<file path="src/rtl/matmul_pkg.sv">
// Shared definitions for the matmul accelerator APB requester: FSM encoding,
// default geometry and the accelerator register map used by bench and firmware.
package matmul_pkg;

    typedef enum logic [1:0] {
        ST_IDLE   = 2'd0,
        ST_SETUP  = 2'd1,
        ST_ACCESS = 2'd2,
        ST_RESP   = 2'd3
    } apb_state_t;

    localparam int DEF_DATA_WIDTH = 8;
    localparam int DEF_BUS_WIDTH  = 16;
    localparam int MAX_DIM        = DEF_BUS_WIDTH / DEF_DATA_WIDTH;

    // Accelerator register offsets
    localparam logic [31:0] REG_CTRL         = 32'h0000_0000;
    localparam logic [31:0] REG_OPERAND_A    = 32'h0000_0004;
    localparam logic [31:0] REG_OPERAND_B    = 32'h0000_0008;
    localparam logic [31:0] REG_FLAGS        = 32'h0000_000C;
    localparam logic [31:0] REG_SCRATCH_BASE = 32'h0000_0020;

endpackage

</file>
<file path="src/rtl/matmul_apb_master.sv">
// APB requester feeding the matmul accelerator: turns one host command into
// exactly one APB transfer and returns data/status on a response handshake.
module matmul_apb_master
    import matmul_pkg::*;
#(
    parameter int DATA_WIDTH     = 8,
    parameter int BUS_WIDTH      = 16,
    parameter int ADDR_WIDTH     = 32,
    parameter int TIMEOUT_CYCLES = 16
) (
    input  logic                            clk_i,
    input  logic                            rst_i,
    input  logic                            cmd_valid_i,
    output logic                            cmd_ready_o,
    input  logic                            cmd_write_i,
    input  logic [ADDR_WIDTH-1:0]           cmd_addr_i,
    input  logic [BUS_WIDTH-1:0]            cmd_data_i,
    input  logic [BUS_WIDTH/DATA_WIDTH-1:0] cmd_strb_i,
    output logic                            rsp_valid_o,
    input  logic                            rsp_ready_i,
    output logic [BUS_WIDTH-1:0]            rsp_data_o,
    output logic                            rsp_err_o,
    output logic                            rsp_timeout_o,
    output logic                            psel_o,
    output logic                            penable_o,
    output logic                            pwrite_o,
    output logic [BUS_WIDTH/DATA_WIDTH-1:0] pstrb_o,
    output logic [BUS_WIDTH-1:0]            pwdata_o,
    output logic [ADDR_WIDTH-1:0]           paddr_o,
    input  logic                            pready_i,
    input  logic                            pslverr_i,
    input  logic [BUS_WIDTH-1:0]            prdata_i,
    input  logic                            busy_i
);

    localparam int STRB_W = BUS_WIDTH / DATA_WIDTH;
    localparam int CNT_W  = $clog2(TIMEOUT_CYCLES);
    localparam logic [CNT_W-1:0] CNT_LAST = CNT_W'(TIMEOUT_CYCLES - 1);

    apb_state_t             state_r, state_s;
    logic [CNT_W-1:0]       cnt_r, cnt_s;
    logic                   psel_r, psel_s;
    logic                   penable_r, penable_s;
    logic                   rsp_valid_r, rsp_valid_s;
    logic                   pwrite_r, pwrite_s;
    logic [STRB_W-1:0]      pstrb_r, pstrb_s;
    logic [BUS_WIDTH-1:0]   pwdata_r, pwdata_s;
    logic [ADDR_WIDTH-1:0]  paddr_r, paddr_s;
    logic [BUS_WIDTH-1:0]   rsp_data_r, rsp_data_s;
    logic                   rsp_err_r, rsp_err_s;
    logic                   rsp_timeout_r, rsp_timeout_s;

    // State and all output registers; reset clears them asynchronously
    always_ff @(posedge clk_i or posedge rst_i) begin
        if (rst_i) begin
            state_r       <= ST_IDLE;
            cnt_r         <= {CNT_W{1'b0}};
            psel_r        <= 1'b0;
            penable_r     <= 1'b0;
            rsp_valid_r   <= 1'b0;
            pwrite_r      <= 1'b0;
            pstrb_r       <= {STRB_W{1'b0}};
            pwdata_r      <= {BUS_WIDTH{1'b0}};
            paddr_r       <= {ADDR_WIDTH{1'b0}};
            rsp_data_r    <= {BUS_WIDTH{1'b0}};
            rsp_err_r     <= 1'b0;
            rsp_timeout_r <= 1'b0;
        end else begin
            state_r       <= state_s;
            cnt_r         <= cnt_s;
            psel_r        <= psel_s;
            penable_r     <= penable_s;
            rsp_valid_r   <= rsp_valid_s;
            pwrite_r      <= pwrite_s;
            pstrb_r       <= pstrb_s;
            pwdata_r      <= pwdata_s;
            paddr_r       <= paddr_s;
            rsp_data_r    <= rsp_data_s;
            rsp_err_r     <= rsp_err_s;
            rsp_timeout_r <= rsp_timeout_s;
        end
    end

    // Next state plus next values of the registered outputs
    always_comb begin
        state_s       = state_r;
        cnt_s         = cnt_r;
        psel_s        = 1'b0;
        penable_s     = 1'b0;
        rsp_valid_s   = 1'b0;
        pwrite_s      = pwrite_r;
        pstrb_s       = pstrb_r;
        pwdata_s      = pwdata_r;
        paddr_s       = paddr_r;
        rsp_data_s    = rsp_data_r;
        rsp_err_s     = rsp_err_r;
        rsp_timeout_s = rsp_timeout_r;

        case (state_r)
            ST_IDLE: begin
                if (cmd_valid_i && !busy_i) begin
                    state_s  = ST_SETUP;
                    cnt_s    = {CNT_W{1'b0}};
                    psel_s   = 1'b1;
                    pwrite_s = cmd_write_i;
                    paddr_s  = cmd_addr_i;
                    // Reads never present stale write data or strobes on the bus
                    if (cmd_write_i) begin
                        pwdata_s = cmd_data_i;
                        pstrb_s  = cmd_strb_i;
                    end else begin
                        pwdata_s = {BUS_WIDTH{1'b0}};
                        pstrb_s  = {STRB_W{1'b0}};
                    end
                end else begin
                    state_s = ST_IDLE;
                end
            end
            ST_SETUP: begin
                state_s   = ST_ACCESS;
                psel_s    = 1'b1;
                penable_s = 1'b1;
            end
            ST_ACCESS: begin
                cnt_s = cnt_r + {{(CNT_W-1){1'b0}}, 1'b1};
                // pready in the last allowed cycle still completes normally
                if (pready_i) begin
                    state_s       = ST_RESP;
                    rsp_valid_s   = 1'b1;
                    rsp_data_s    = pwrite_r ? {BUS_WIDTH{1'b0}} : prdata_i;
                    rsp_err_s     = pslverr_i;
                    rsp_timeout_s = 1'b0;
                end else if (cnt_r == CNT_LAST) begin
                    state_s       = ST_RESP;
                    rsp_valid_s   = 1'b1;
                    rsp_data_s    = {BUS_WIDTH{1'b0}};
                    rsp_err_s     = 1'b1;
                    rsp_timeout_s = 1'b1;
                end else begin
                    psel_s    = 1'b1;
                    penable_s = 1'b1;
                end
            end
            ST_RESP: begin
                if (rsp_ready_i) begin
                    state_s = ST_IDLE;
                end else begin
                    rsp_valid_s = 1'b1;
                end
            end
            default: begin
                state_s = ST_IDLE;
            end
        endcase
    end

    // Ready is combinational so a falling busy is honoured in the same cycle
    assign cmd_ready_o   = (state_r == ST_IDLE) && !busy_i && !rst_i;
    assign psel_o        = psel_r;
    assign penable_o     = penable_r;
    assign rsp_valid_o   = rsp_valid_r;
    assign pwrite_o      = pwrite_r;
    assign pstrb_o       = pstrb_r;
    assign pwdata_o      = pwdata_r;
    assign paddr_o       = paddr_r;
    assign rsp_data_o    = rsp_data_r;
    assign rsp_err_o     = rsp_err_r;
    assign rsp_timeout_o = rsp_timeout_r;

endmodule
</file>
<file path="config.mk">
export PLATFORM = sky130hd
export DESIGN_NAME = matmul_apb_master
export DESIGN_NICKNAME = d
export VERILOG_FILES = /design/src/rtl/matmul_pkg.sv /design/src/rtl/matmul_apb_master.sv
export SDC_FILE = /design/constraint.sdc
export NUM_CORES = 1
export LEC_CHECK = 0
export ABC_AREA = 1
export CAP_MARGIN = 20
export CORE_AREA = 2 2 92 94
export CTS_CLUSTER_DIAMETER = 40
export DETAILED_ROUTE_END_ITERATION = 16
export DIE_AREA = 0 0 94 96
export GPL_ROUTABILITY_DRIVEN = 0
export PLACE_DENSITY = 0.79
export SYNTH_ARGS = -nofsm -noshare
export SYNTH_HDL_FRONTEND = slang
export SYNTH_SLANG_ARGS = --single-unit
</file>
<file path="constraint.sdc">
create_clock -name clk_i -period 2.9 [get_ports clk_i]
set_input_delay 0.29 -clock clk_i [delete_from_list [all_inputs] [get_ports clk_i]]
set_output_delay 0.29 -clock clk_i [all_outputs]
set_load 0.03 [all_outputs]
</file>
==> After elaboration in Yosys (flattened, before gate mapping) <==
Index checks and enable logic that the tools add are counted.
{ "totals": {"regBits": 78, "latch_bits": 0, "ramBits": 0, "rom_bits": 0, "output_inout_bits": 73, "wordCells": 56, "mem_count": 0} }
{ "op_classes": {"n_addsub": 1, "n_mul": 0, "n_div": 0, "order_cmp": 0, "eq_ne": 7, "shifts": 0, "n_mux": 24, "bitwise_logic": 0, "reduce_logical": 12} }
{ "ops": {"columns": ["operator", "n"], "rows": [
  ["16-bit two-way mux", 4],
  ["1-bit two-way mux", 10],
  ["2-bit two-way mux", 4],
  ["2-bit one-hot mux with 4 select lines", 1],
  ["4-bit one-hot mux with 2 select lines", 1],
  ["2-bit AND reduction", 4],
  ["4-bit by 1-bit adder with 4-bit output (second input constant)", 1],
  ["2-bit == test (second input constant)", 2],
  ["4-bit == test (second input constant)", 1],
  ["4-bit two-way mux", 1],
  ["2-bit != test (second input constant)", 2],
  ["1-bit one-hot mux with 2 select lines", 2],
  ["2-bit nonzero test", 2],
  ["1-bit logical AND", 3],
  ["3-bit != test (second input constant)", 1],
  ["1-bit one-hot mux with 3 select lines", 1],
  ["2-bit by 1-bit == test with 1-bit output (second input constant)", 1],
  ["1-bit logical NOT", 2],
  ["2-bit logical NOT", 1]
]} }

==> Depth between registers and ports, before layout <==
{ "depth": {"ltp_word": 4, "mapped_depth": 8, "depth_no_buf": 8} }

==> Least setup slack after synthesis <==
No wires, ideal clock.
{ "synth_timing": {"path_kind": "reg-to-output", "start": "reg state_r[0]", "end": "out cmd_ready_o", "t_arrival_ns": 1.361, "t_required_ns": 2.610, "path_slack_ns": 1.249, "stages_incl_launch_ff": 5, "path_buffers": 0, "path_cell_list": "dfrtp_1 inv_1 ha_1 inv_1 nor3_1"} }
{ "synth_between": {"elab_chain_cells": 3} }
{ "synth_rtl": {"columns": ["element", "line", "text"], "rows": [
  ["start: declaration", "matmul_apb_master.sv:40", "apb_state_t state_r, state_s;"],
  ["start signal: assignment", "matmul_apb_master.sv:69", "state_r <= state_s;"],
  ["2-bit logical NOT", "matmul_apb_master.sv:158", "assign cmd_ready_o = (state_r == ST_IDLE) && !busy_i && !rst_i;"],
  ["1-bit logical AND (2 in series)", "matmul_apb_master.sv:158", null],
  ["end: declaration", "matmul_apb_master.sv:14", "output logic cmd_ready_o,"]
]} }
Every way passes these cells.

==> Final worst setup path <==
Ends and elaborated chain as after synthesis.

==> impl_metrics.csv <==
group,metric,value,unit
finish,regArea,0.00195,mm2
routing,drtPass1Iterations,4,
die,rows,33,
routing,wire_per_inst,13.5,um
clocking,cts_buffers,9,
place,io_buffers,146,
place,pre_cts_ws,835,ps
routing,drc,0,
finish,mostFrequentLayoutCells,"168 x nand2_1, 146 x clkdlybuf4s50_1, 78 x dfrtp_1",
setup_path,worstPathRequired,2610,ps
routing,totalWireLength,8230,um
worst_hold_path,min_path_type,"in -> async",
power_and_ir_drop,power,5.47,mW
setup_path,crit_cells,5,
setup_path,worst_path_max_delay_cell,"clkdlybuf4s50_1",
finish,nFillCells,714,
finish,multi_input_area,0.00116,mm2
die,initial_core_util,40.9,%
setup_path,cp_num_buf_inv,3,
setup_path,path_max_fanout,5,
clocking,cts_tree,"built",
setup_path,worst_path_most_repeated_cell,"inv_1",
timing,slew_violations,0,
global_route,grt_max_degree,43,
clocking,clk_path_buf_depth,2,
timing,hold_viol,0,
timing,max_freq,0.435,GHz
clocking,post_cts_buffers,0,
global_route,grt_first_pass_wirelength,13200,um
clocking,postCtsHoldBufs,0,
clocking,h-tree-depth,3,
routing,ant_nets,0,
timing,report.final.setup_viol,0,
synthesis,syn-num-nets,439,
timing,final.min_clock_period,2300,ps
finish,final_common_cell,"nand2_1",
power_and_ir_drop,p_leak,2.33,nW
synthesis,ys_seq_area_share,59.2,%
die,core_area,0.00805,mm2
die,floorplan.die_area,0.00902,mm2
synthesis,netlist_area,0.00330,mm2
setup_path,slowest_delay,700,ps
timing,clock_skew,11.3,ps
timing,setup_tns,0,ps
synthesis,yosys_register_bits,78,
setup_path,crit_chain,"inv_1 -> ha_1 -> inv_1 -> nor3_1 -> clkdlybuf4s50_1",
finish,layout.nets,581,
finish,layout-drive-gt1-share,8.89,%
clocking,root_buffer,"clkbuf_8",
routing,vias_per_cell,4.64,
global_route,grt_overflow,0,
routing,drt_iter0_markers,96,
synthesis,synth_cell_type_count,22,
setup_path,path_class,"reg -> out",
power_and_ir_drop,cellPowerDensity,1100,mW/mm2
die,die_w,94,um
setup_path,worstPathArrival,2010,ps
finish,area_delta_synth_final,50.9,%
place,hpwl,6090,um
clocking,cts.clk_slew.worst_paths,90,ps
timing,hold-worst-slack,372,ps
finish,diodes,0,
run,max_cap_violations,0,
setup_path,crit_path_start_kind,"register",
timing,max-slew-margin-rel,54.2,%
power_and_ir_drop,vdd.ir_drop.worst,0.619,mV
global_route,antenna_found_initial,0,
clocking,cts.repair.resized,0,
die,num_io_pins,147,
timing,rsz0062_at_grt,"false",
die,dieHeight,96,um
synthesis,syn_inst,359,
setup_path,r2r_cells,6,
synthesis,yosysWarningCount,0,
clocking,clkSinkCount,78,
setup_path,cpLargestDelayFamily,"buffers and inverters",
timing,fin_crit_sh,79.2,%
timing,fin_ws,603,ps
global_route,grtUsageTotal,18.7,%
status,status,"finished clean",
timing,tightest_slew,685,ps
global_route,grt_pass1_vias,2857,
synthesis,syn_avg_cell_area,9.18,um2
routing,vias,2834,
clocking,clkLatencyLatePin,340,ps
setup_path,endpoint_kind,"output port",
-- sequential cells by signal (all words and copies together), names as in the netlist --
name           flops
penable_o          1
rsp_timeout_o      1
pwdata_o          16
psel_o             1
state_r            2
rsp_valid_o        1
rsp_data_o        16
pstrb_o            2
pwrite_o           1
cnt_r              4
paddr_o           32
rsp_err_o          1
-- power breakdown --
part	switching, mW	internal (mW)	total (mW)
registers	0.286	1.58	1.86
logic	1.73	1.17	2.91
clock network	0.390	0.308	0.697
total	2.41	3.06	5.47
-- logic make-up (layout without fill, tap and decap cells) --
kind of cell | count (synthesis) | after routing | share of synthesized area, %
AO/OA/AOI/OAI | 40 | 40 | 8.20
adder cells (fa/ha/maj) | 6 | 6 | 2.28
buffers and inverters | 34 | 181 | 5.54
flip-flops | 78 | 78 | 59.2
AND/OR/NAND/NOR | 201 | 201 | 24.8
-- worst register-to-register path: stages, from the launching register on --
cell and delay, ps:
dfrtp_1 440, inv_1 100, ha_1 200, nand3_2 400, inv_2 600, nand2_1 130, nand2_1 90
-- synth_stat cells --
| cell type | number | area, um2 |
|---|---|---|
| a21boi_0 | 1 | 7.51 |
| buf_2 | 8 | 40.0 |
| buf_4 | 2 | 15.0 |
| buf_6 | 5 | 56.3 |
| clkbuf_1 | 4 | 15.0 |
| clkinv_1 | 1 | 3.75 |
| dfrtp_1 | 78 | 1950 |
| ha_1 | 6 | 75.1 |
| inv_1 | 12 | 45.0 |
| inv_2 | 2 | 7.51 |
| nand2_1 | 168 | 631 |
| nand2_2 | 1 | 6.26 |
| nand2_4 | 1 | 11.3 |
| nand3_1 | 24 | 120 |
| nand3_2 | 2 | 20.0 |
| nand4_1 | 2 | 12.5 |
| nor2_1 | 1 | 3.75 |
| nor3_1 | 1 | 5.00 |
| o21ai_0 | 20 | 100 |
| o21ai_1 | 1 | 5.00 |
| o21ai_2 | 18 | 158 |
| or2_2 | 1 | 6.26 |
-- through the flow --
step | utilization (%) | cells | area, um2
3_3_place_gp | 59.7 | 595 | 4810
4_1_cts | 61.8 | 611 | 4970
6_report | 61.8 | 611 | 4970
5_1_grt | 61.8 | 611 | 4970
2_1_floorplan | - | 359 | 3300
3_5_place_dp | 59.7 | 595 | 4810
-- cell type report --
type | instances | area share, %
multi-input cells | 247 | 23.4
inverters | 15 | 1.16
clock inverters | 6 | 0.780
well taps | 105 | 2.64
flip-flops and latches | 78 | 39.3
repair buffers | 150 | 30.2
clock buffers | 10 | 2.57
-- path summary, 6_finish.rpt --
check	slack [ps]	startpoint	end
worst min register to register	480	paddr_o[8]	paddr_o[8]
worst max register to register	870	state_r[0]	paddr_o[6]
worst min-delay path	370	rst_i	pwdata_o[4]
max in group asynchronous	1880	rst_i	paddr_o[5]
worst max-delay path	600	state_r[0]	cmd_ready_o
min in group clk_i	470	cmd_addr_i[27]	paddr_o[27]
-- layer usage --
layer | wire length, um | global-route usage, % | vias to the layer above | part of all wire (%)
met5 | 0 | 0 | - | 0
met4 | 127 | 6.52 | 0 | 1.5
met3 | 760 | 6.81 | 11 | 9.2
met2 | 3990 | 31.7 | 102 | 48
met1 | 3350 | 22.1 | 1312 | 41
li1 | - | - | 1409 | -
(Power assumes the default switching activity.)
